===== config.mk =====
export PLATFORM = sky130hd
export DESIGN_NAME = watch_set_controller
export DESIGN_NICKNAME = d
export VERILOG_FILES = /design/src/rtl/watch_pkg.sv /design/src/rtl/bcd2_wrap_inc.sv /design/src/rtl/watch_set_controller.sv
export SDC_FILE = /design/constraint.sdc
export NUM_CORES = 1
export LEC_CHECK = 0
export BUFFER_PORTS_ARGS = -buffer_cell sky130_fd_sc_hd__buf_2
export CORE_UTILIZATION = 40
export DETAILED_ROUTE_END_ITERATION = 10
export SYNTH_ARGS = -nofsm -noshare
export SYNTH_HDL_FRONTEND = slang
export SYNTH_SLANG_ARGS = --single-unit

===== constraint.sdc =====
create_clock -name clk -period 3.9 [get_ports clk]
set_clock_uncertainty 0.2 [all_clocks]
set_input_delay 0.39 -clock clk [delete_from_list [all_inputs] [get_ports clk]]
set_output_delay 0.39 -clock clk [all_outputs]
set_load 0.05 [all_outputs]

===== src/rtl/watch_pkg.sv =====
// Shared types and constants for the watch set-time controller.
package watch_pkg;

  typedef enum logic [2:0] {
    RUN     = 3'd0,
    SET_HR  = 3'd1,
    SET_MIN = 3'd2,
    SET_SEC = 3'd3,
    COMMIT  = 3'd4
  } state_e;

  localparam logic [1:0] FSEL_NONE = 2'd0;
  localparam logic [1:0] FSEL_HR   = 2'd1;
  localparam logic [1:0] FSEL_MIN  = 2'd2;
  localparam logic [1:0] FSEL_SEC  = 2'd3;

  // Field limits, packed BCD {tens, units}
  localparam logic [7:0] MS_MIN   = 8'h00;
  localparam logic [7:0] MS_MAX   = 8'h59;
  localparam logic [7:0] HR24_MIN = 8'h00;
  localparam logic [7:0] HR24_MAX = 8'h23;
  localparam logic [7:0] HR12_MIN = 8'h01;
  localparam logic [7:0] HR12_MAX = 8'h12;

  function automatic logic is_set(input state_e s);
    return (s == SET_HR) || (s == SET_MIN) || (s == SET_SEC);
  endfunction

  // Display field selected while sitting in state s
  function automatic logic [1:0] fsel_of(input state_e s);
    case (s)
      SET_HR:  return FSEL_HR;
      SET_MIN: return FSEL_MIN;
      SET_SEC: return FSEL_SEC;
      default: return FSEL_NONE;
    endcase
  endfunction

endpackage


===== src/rtl/bcd2_wrap_inc.sv =====
// Two-digit BCD increment with wrap at max and out-of-range-to-min.
module bcd2_wrap_inc (
  input  logic [7:0] val,
  input  logic [7:0] min_val,
  input  logic [7:0] max_val,
  output logic [7:0] nxt
);

  logic out_rng;

  // Garbage captured from the live counters snaps to the field minimum
  always_comb begin
    out_rng = (val[7:4] > 4'd5) || (val[3:0] > 4'd9) || (val > max_val);
    if (out_rng || (val == max_val))
      nxt = min_val;
    else if (val[3:0] == 4'd9)
      nxt = {val[7:4] + 4'd1, 4'd0};
    else
      nxt = {val[7:4], val[3:0] + 4'd1};
  end

endmodule


===== src/rtl/watch_set_controller.sv =====
// Set-time session sequencer for the watch counter chain.
// Optional build macro: WATCH_SET_AUTOREPEAT_EN (held-button auto-repeat).
module watch_set_controller
  import watch_pkg::*;
#(
  parameter bit          H24         = 1'b1,
  parameter logic [31:0] TIMEOUT_CYC = 32'd600_000_000,
  parameter logic [31:0] REPEAT_DLY  = 32'd50_000_000,
  parameter logic [31:0] REPEAT_PER  = 32'd10_000_000
) (
  input  logic       clk,
  input  logic       reset,
  input  logic       btn_mode,
  input  logic       btn_inc,
  input  logic       inc_held,
  input  logic [3:0] cur_hr1,
  input  logic [3:0] cur_hr0,
  input  logic [3:0] cur_min1,
  input  logic [3:0] cur_min0,
  input  logic [3:0] cur_sec1,
  input  logic [3:0] cur_sec0,
  output logic       run_en,
  output logic       load,
  output logic [3:0] ld_hr1,
  output logic [3:0] ld_hr0,
  output logic [3:0] ld_min1,
  output logic [3:0] ld_min0,
  output logic [3:0] ld_sec1,
  output logic [3:0] ld_sec0,
  output logic [1:0] field_sel
);

  localparam logic [7:0] HR_MIN = H24 ? HR24_MIN : HR12_MIN;
  localparam logic [7:0] HR_MAX = H24 ? HR24_MAX : HR12_MAX;
  localparam logic [7:0] HR_RST = H24 ? 8'h00 : 8'h12;

  state_e      state, nxt;
  logic [7:0]  hr, mn, sc;
  logic [7:0]  fld_cur, fld_min, fld_max, fld_inc;
  logic [31:0] tcnt, tcnt_nxt;
  logic        set_st, eff_inc, rpt_fire, tmo_hit;

  assign set_st  = is_set(state);
  // mode wins over any increment source in the same cycle
  assign eff_inc = set_st && !btn_mode && (btn_inc || rpt_fire);
  assign tmo_hit = (tcnt == TIMEOUT_CYC - 32'd1);

`ifdef WATCH_SET_AUTOREPEAT_EN
  logic [31:0] rcnt;
  logic        rpt_per;

  assign rpt_fire = set_st && inc_held && !btn_mode &&
                    (rcnt + 32'd1 == (rpt_per ? REPEAT_PER : REPEAT_DLY));

  // Hold counter: first fire after REPEAT_DLY, then every REPEAT_PER
  always_ff @(posedge clk or posedge reset) begin
    if (reset) begin
      rcnt    <= '0;
      rpt_per <= 1'b0;
    end else if (!set_st || !inc_held || (nxt != state)) begin
      rcnt    <= '0;
      rpt_per <= 1'b0;
    end else if (rpt_fire) begin
      rcnt    <= '0;
      rpt_per <= 1'b1;
    end else begin
      rcnt    <= rcnt + 32'd1;
    end
  end
`else
  logic unused_rpt;
  assign rpt_fire   = 1'b0;
  assign unused_rpt = inc_held ^ (^REPEAT_DLY) ^ (^REPEAT_PER);
`endif

  // Select the field being edited and its limits for the shared incrementer
  always_comb begin
    fld_cur = sc;
    fld_min = MS_MIN;
    fld_max = MS_MAX;
    case (field_sel)
      FSEL_HR:  begin fld_cur = hr; fld_min = HR_MIN; fld_max = HR_MAX; end
      FSEL_MIN: fld_cur = mn;
      default:  ;
    endcase
  end

  bcd2_wrap_inc u_inc (
    .val     (fld_cur),
    .min_val (fld_min),
    .max_val (fld_max),
    .nxt     (fld_inc)
  );

  // Next state and idle-timeout counter
  always_comb begin
    nxt = state;
    unique case (state)
      RUN:                      if (btn_mode) nxt = SET_HR;
      SET_HR, SET_MIN, SET_SEC: begin
        if (btn_mode)                nxt = state_e'(state + 3'd1);
        else if (!eff_inc && tmo_hit) nxt = RUN;
      end
      COMMIT:                   nxt = RUN;
      default:                  nxt = RUN;
    endcase
    tcnt_nxt = (set_st && (nxt == state) && !eff_inc) ? tcnt + 32'd1 : '0;
  end

  // State register and registered control outputs
  always_ff @(posedge clk or posedge reset) begin
    if (reset) begin
      state     <= RUN;
      run_en    <= 1'b1;
      load      <= 1'b0;
      field_sel <= FSEL_NONE;
      tcnt      <= '0;
    end else begin
      state     <= nxt;
      run_en    <= (nxt == RUN);
      load      <= (nxt == COMMIT);
      field_sel <= fsel_of(nxt);
      tcnt      <= tcnt_nxt;
    end
  end

  // Edit registers: capture on session entry, then per-field increments
  always_ff @(posedge clk or posedge reset) begin
    if (reset) begin
      hr <= HR_RST;
      mn <= 8'h00;
      sc <= 8'h00;
    end else if ((state == RUN) && btn_mode) begin
      hr <= {cur_hr1, cur_hr0};
      mn <= {cur_min1, cur_min0};
      sc <= {cur_sec1, cur_sec0};
    end else if (eff_inc) begin
      case (field_sel)
        FSEL_HR:  hr <= fld_inc;
        FSEL_MIN: mn <= fld_inc;
        FSEL_SEC: sc <= fld_inc;
        default:  ;
      endcase
    end
  end

  assign {ld_hr1, ld_hr0}   = hr;
  assign {ld_min1, ld_min0} = mn;
  assign {ld_sec1, ld_sec0} = sc;

endmodule


==> flow_summary.json, run 1 <==
{
  "syn_area_per_cell_um2": 9.59,
  "synth_ff_type": "dfrtp_1",
  "postCtsHoldBufs": 0,
  "setup_violations": 0,
  "syn_nets": 435,
  "ys_ff_latch": 63,
  "fmax_mhz": 301,
  "nNetsFinal": 495,
  "clk_pin_slew_worst_paths_ps": 80,
  "drc": 0,
  "r2r-end": "mn[2]",
  "drtAntennaViolNets": 0,
  "drv_slew": 0,
  "synth-seq-area-share": 0.423,
  "io_buffers": 55,
  "reg2reg_depth": 11,
  "holdWs_ps": 39.8,
  "dieHeight_um": 98.6,
  "ios": 57,
  "yosys.area.top_type_share": 0.416,
  "yosysMostFrequentCell": "dfrtp_1",
  "path_max_fanout": 11,
  "rows": 34,
  "routed_via_density": 5.56,
  "slew_headroom": 0.405,
  "path_class": "reg -> reg",
  "yosys.area.top_type": "dfrtp_1",
  "cts_resized": 0,
  "cp.buffers_inverters": 1,
  "antennaDiodeCount": 0,
  "gp_congestion": 0.894,
  "hold_path_class": "in -> async",
  "rsz0062_at_grt": "false",
  "nFillCells": 861,
  "postSynth.asyncResetShare": 1.00,
  "drt_iter0_drc": 67,
  "yosys_warnings": 0,
  "critPathCaptureType": "flip-flop",
  "finalCoreUtilization": 0.486,
  "core_area_um2": 8890,
  "synth.distinct_cells": 59,
  "gr-total-overflow": 0,
  "root_buffer": "clkbuf_8",
  "cp_slowest_cell": "or3_1",
  "die_w_um": 98.6,
  "ctsLongestPathBuffers": 2,
  "grt_max_degree": 44,
  "clockPowerShare": 0.157,
  "grt_pass1_wl_um": 15200,
  "finalPower_mw": 3.74,
  "swShare": 0.515,
  "cts.sinks": 63,
  "arrival_ps": 3390,
  "wl_per_cell_um": 15.7,
  "timing.critical_path.cells": "inv_1 > ha_1 > a22oi_1 > o21ai_1 > ha_1 > a21oi_1 > nor2b_1 > o21ai_0 > nand4b_4 > or3_1 > o21ai_1",
  "cpLargestDelayFamily": "compound AO/OA/AOI/OAI gates",
  "crit_required_ps": 3970,
  "synth_cells": 389,
  "dp_hpwl_um": 6500,
  "syn_to_final_growth_pct": 15.9,
  "num_vias": 3126,
  "start_util": 0.420,
  "routed_wl_um": 8850,
  "ff2ff_setup_slack_ps": 580,
  "fin_setup_tns_ps": 0,
  "fin_crit_ps": 3320,
  "die_area_um2": 9720,
  "final_hold_viol_count": 0,
  "clk_latency_ps": 350,
  "numCtsBuffers": 9,
  "cts_tree": "built",
  "critPathMaxStageDelay_ps": 440,
  "first_pass_iters": 5,
  "grt_usage": 0.199,
  "yosys-top-cells-count": "dfrtp_1 (62), nor2_1 (53), nand2_1 (28)",
  "post-route-period-util": 0.851,
  "p_sw_mw": 1.93,
  "cts_max_level": 3,
  "synth_edf_count": 0,
  "worstMarginPinSlew_ps": 890,
  "drv.max_cap_violation_count": 0,
  "antenna_found_initial": 0,
  "combPwrFrac": 0.585,
  "power_density_nw_per_um2": 866,
  "vdd_ir_drop_max_v": 0.000284,
  "cp-start-kind": "flip-flop",
  "seq_power_share": 0.258,
  "drive_above_1_share": 0.214,
  "r2r_start": "field_sel[1]",
  "status": "finished clean",
  "synthesis.area_um2": 3730,
  "netlist_top_cells_area": "dfrtp_1 (42%), ha_1 (5.7%), nor2_1 (5.3%)",
  "grt_pass1_vias": 3019,
  "post_cts_buffers": 0,
  "p_leak_nw": 1.91,
  "p_int_mw": 1.82
}
-- routing by layer --
metal,wire [um],vias up,global-route usage,part of all wire
met3,310,17,0.0383,0.035
met1,4040,1509,0.247,0.46
met4,186,0,0.0735,0.021
met5,0,-,0,0
met2,4310,75,0.345,0.49
li1,-,1525,-,-
-- placed cells by master (no fill, tap or decap), drive strengths merged, types with 4 or more instances in the layout --
cell	count
a21oi	15
a221o	6
a22oi	25
and2	4
and3	9
buf	62
clkbuf	10
dfrtp	62
ha	17
inv	18
nand2	28
nand2b	5
nand3	14
nand4	10
nor2	55
nor3	7
nor4	7
o21ai	17
o31ai	10
xnor2	11
xor2	22
-- final cells by class --
class | count | area (um^2) | share of cell area
Sequential cell | 63 | 1580 | 0.365
Clock inverter | 6 | 68.8 | 0.0159
Clock buffer | 10 | 138 | 0.0318
Multi-Input combinational cell | 296 | 2010 | 0.466
Tap cell | 108 | 135 | 0.0312
Timing Repair Buffer | 62 | 328 | 0.0758
Inverter | 17 | 63.8 | 0.0148
-- cell families (layout without fill, tap and decap cells) --
group                      after synthesis  after routing  synth area share
AOI/OAI and AO/OA                       95             95             0.187
adders and majority gates               17             17            0.0570
DFF                                     63             63             0.423
muxes                                    1              1           0.00268
buffers and inverters                   30             95            0.0382
and+or+nand+nor                        150            150             0.215
xor gates and xnor gates                33             33            0.0774
-- worst reg2reg max path, delay by kind of cell (launching register included) --
| kind | cells | cell delay (ps) |
|---|---|---|
| fa+ha+maj | 2 | 750 |
| buf+inv | 1 | 70 |
| flops | 1 | 410 |
| simple gates | 3 | 740 |
| compound gates | 5 | 1080 |
-- power groups by stage --
stage | sequential [mW] | combinational, mW | clock [mW]
final | 0.965 | 2.19 | 0.589
after global routing | 0.988 | 2.41 | 0.635
after CTS | 0.960 | 2.21 | 0.613
after detailed placement | 0.974 | 2.20 | 0
after global placement | 0.971 | 2.18 | 0
after floorplan | 1.40 | 1.25 | 0
-- sequential cells by signal (all words and copies together) (netlist names) --
register / count
load: 1
hr: 8
tcnt: 32
sc: 8
mn: 8
run_en: 1
field_sel: 2
state: 3
-- worst max path at each step --
stage                 start     to  slack (ps)  cells past startpoint
2_1_floorplan  field_sel[0]  hr[2]         470                     12
3_3_place_gp   field_sel[1]  hr[2]         610                     11
3_5_place_dp   field_sel[1]  mn[3]         590                     11
4_1_cts        field_sel[1]  mn[2]         560                     11
5_1_grt        field_sel[1]  sc[5]         190                     12
6_report       field_sel[1]  mn[2]         580                     11
-- metrics by stage --
step,setup slack [ps],area [um^2],std cells
2_1_floorplan,473,3730,389
3_3_place_gp,609,4120,546
3_5_place_dp,588,4120,546
4_1_cts,561,4330,562
5_1_grt,195,4330,562
6_report,581,4330,562
(Power assumes the default switching activity.)
==> run 2: changes to the inputs <==
==> constraint.sdc (replaced) <==
create_clock -name clk -period 3.9 [get_ports clk]
set_clock_uncertainty 0.2 [all_clocks]
set_input_delay 0.78 -clock clk [delete_from_list [all_inputs] [get_ports clk]]
set_output_delay 0.78 -clock clk [all_outputs]
set_load 0.05 [all_outputs]
==> flow_summary.json, run 2 (synthesis gave the netlist of run 1 again) <==
{
  "setup_violations": 0,
  "dp_cells": 546,
  "slew_headroom": 0.487,
  "fin_setup_tns_ps": 0,
  "clk_latency_ps": 350,
  "arrival_ps": 3540,
  "num_vias": 3110,
  "cp-start-kind": "flip-flop",
  "layoutNonFillerInstCount": 561,
  "rows": 34,
  "vdd_ir_drop_max_v": 0.000354,
  "timing.critical_path.cells": "inv_1 > ha_1 > a22oi_1 > o21ai_1 > ha_1 > a21oi_1 > nor2b_1 > o21ai_0 > nand4b_4 > or3_1 > o21ai_1",
  "dp_hpwl_um": 6440,
  "path_class": "reg -> reg",
  "syn_to_final_growth_pct": 15.6,
  "p_sw_mw": 1.91,
  "die_w_um": 98.6,
  "antennaDiodeCount": 0,
  "drv_slew": 0,
  "numCtsBuffers": 9,
  "die_area_um2": 9720,
  "cts_tree": "built",
  "clockPowerShare": 0.154,
  "ctsLongestPathBuffers": 2,
  "p_leak_nw": 1.91,
  "first_pass_iters": 7,
  "status": "finished clean",
  "grt_pass1_vias": 2937,
  "final_cell_area_um2": 4320,
  "start_util": 0.420,
  "cts.sinks": 63,
  "nFillCells": 858,
  "crit_required_ps": 3970,
  "p_int_mw": 1.82,
  "drtAntennaViolNets": 0,
  "grt_pass1_wl_um": 14800,
  "cp_slowest_cell": "or3_1",
  "drive_above_1_share": 0.212,
  "critPathMaxStageDelay_ps": 460,
  "drv.max_cap_violation_count": 0,
  "grt_usage": 0.195,
  "fin_crit_ps": 3470,
  "drc": 0,
  "wl_per_cell_um": 15.9,
  "path_max_fanout": 13,
  "top_register": "tcnt",
  "routed_via_density": 5.54,
  "post_cts_buffers": 0,
  "combPwrFrac": 0.588,
  "antenna_found_initial": 0,
  "clk_pin_slew_worst_paths_ps": 70,
  "postCtsHoldBufs": 0,
  "io_buffers": 55,
  "hold_path_class": "in -> async",
  "nNetsFinal": 495,
  "power_density_nw_per_um2": 865,
  "cts_max_level": 3,
  "final_cell_mix": "dfrtp_1 (62), buf_2 (55), nor2_1 (52)",
  "final_hold_viol_count": 0,
  "largest_register_ffs": 32,
  "core_area_um2": 8890,
  "swShare": 0.511,
  "critPathCaptureType": "flip-flop",
  "post-route-period-util": 0.889,
  "drt_iter0_drc": 112,
  "worstMarginPinSlew_ps": 769,
  "fmax_mhz": 288,
  "final_common_cell": "dfrtp_1",
  "ios": 57,
  "root_buffer": "clkbuf_8",
  "routed_wl_um": 8940,
  "dpl-instance-area_um2": 4120,
  "dieHeight_um": 98.6,
  "seq_power_share": 0.258,
  "gr-total-overflow": 0,
  "rsz0062_at_grt": "false",
  "gp_congestion": 0.902,
  "grt_max_degree": 44,
  "cts_resized": 0
}
run 2: changes by cell type in the layout (fill, tap and decap cells not counted), sizes merged:
cell	before	now
clkbuf	10	11
clkinvlp	1	0
inv	18	17
run 2: final timing paths:
path,from,end,slack [ps],depth (start not counted)
max in group asynchronous,reset,hr[6],2350,3
max reg2reg,field_sel[1],mn[2],430,11
min,reset,field_sel[1],220,2
max,field_sel[1],mn[2],430,11
min in group clk,tcnt[0],tcnt[0],300,1
min reg2reg,tcnt[0],tcnt[0],300,1
run 2: critical path: cells and delay by family, from the launching register on:
| kind | cells | cell delay [ps] |
|---|---|---|
| adders and majority gates | 2 | 780 |
| buffers and inverters | 1 | 70 |
| and+or+nand+nor | 3 | 810 |
| AOI/OAI and AO/OA | 5 | 1110 |
| DFF | 1 | 420 |
run 2: final cells by class:
type	instances	area [um^2]	share of cell area
Multi-Input combinational cell	296	2010	0.467
Sequential cell	63	1580	0.366
Timing Repair Buffer	62	328	0.0760
Clock buffer	11	151	0.0351
Tap cell	108	135	0.0313
Inverter	17	63.8	0.0148
Clock inverter	4	45.0	0.0104
run 2: per-layer routing:
metal	global-route usage	wire length [um]	vias up	part of all wire
met5	0	0	-	0
met4	0.0712	159	0	0.018
met3	0.0397	458	12	0.051
met2	0.335	4300	91	0.48
met1	0.244	4020	1481	0.45
li1	-	-	1526	-
run 2: power by group through the flow:
stage          sequential (mW)  clock, mW  combinational, mW
2_1_floorplan             1.40          0               1.25
3_3_place_gp             0.972          0               2.17
3_5_place_dp             0.974          0               2.20
4_1_cts                  0.962      0.595               2.21
5_1_grt                  0.985      0.621               2.40
6_report                 0.962      0.576               2.20
run 2: per-stage QoR:
| step | hold slack [ps] | utilization | setup slack [ps] | total power [mW] |
|---|---|---|---|---|
| after detailed placement | 295 | 0.463 | 406 | 3.17 |
| after global routing | 257 | 0.485 | 133 | 4.00 |
| after floorplan | 255 | - | 473 | 2.65 |
| final | 225 | 0.485 | 431 | 3.73 |
| after CTS | 234 | 0.485 | 373 | 3.76 |
| after global placement | 276 | 0.463 | 499 | 3.14 |
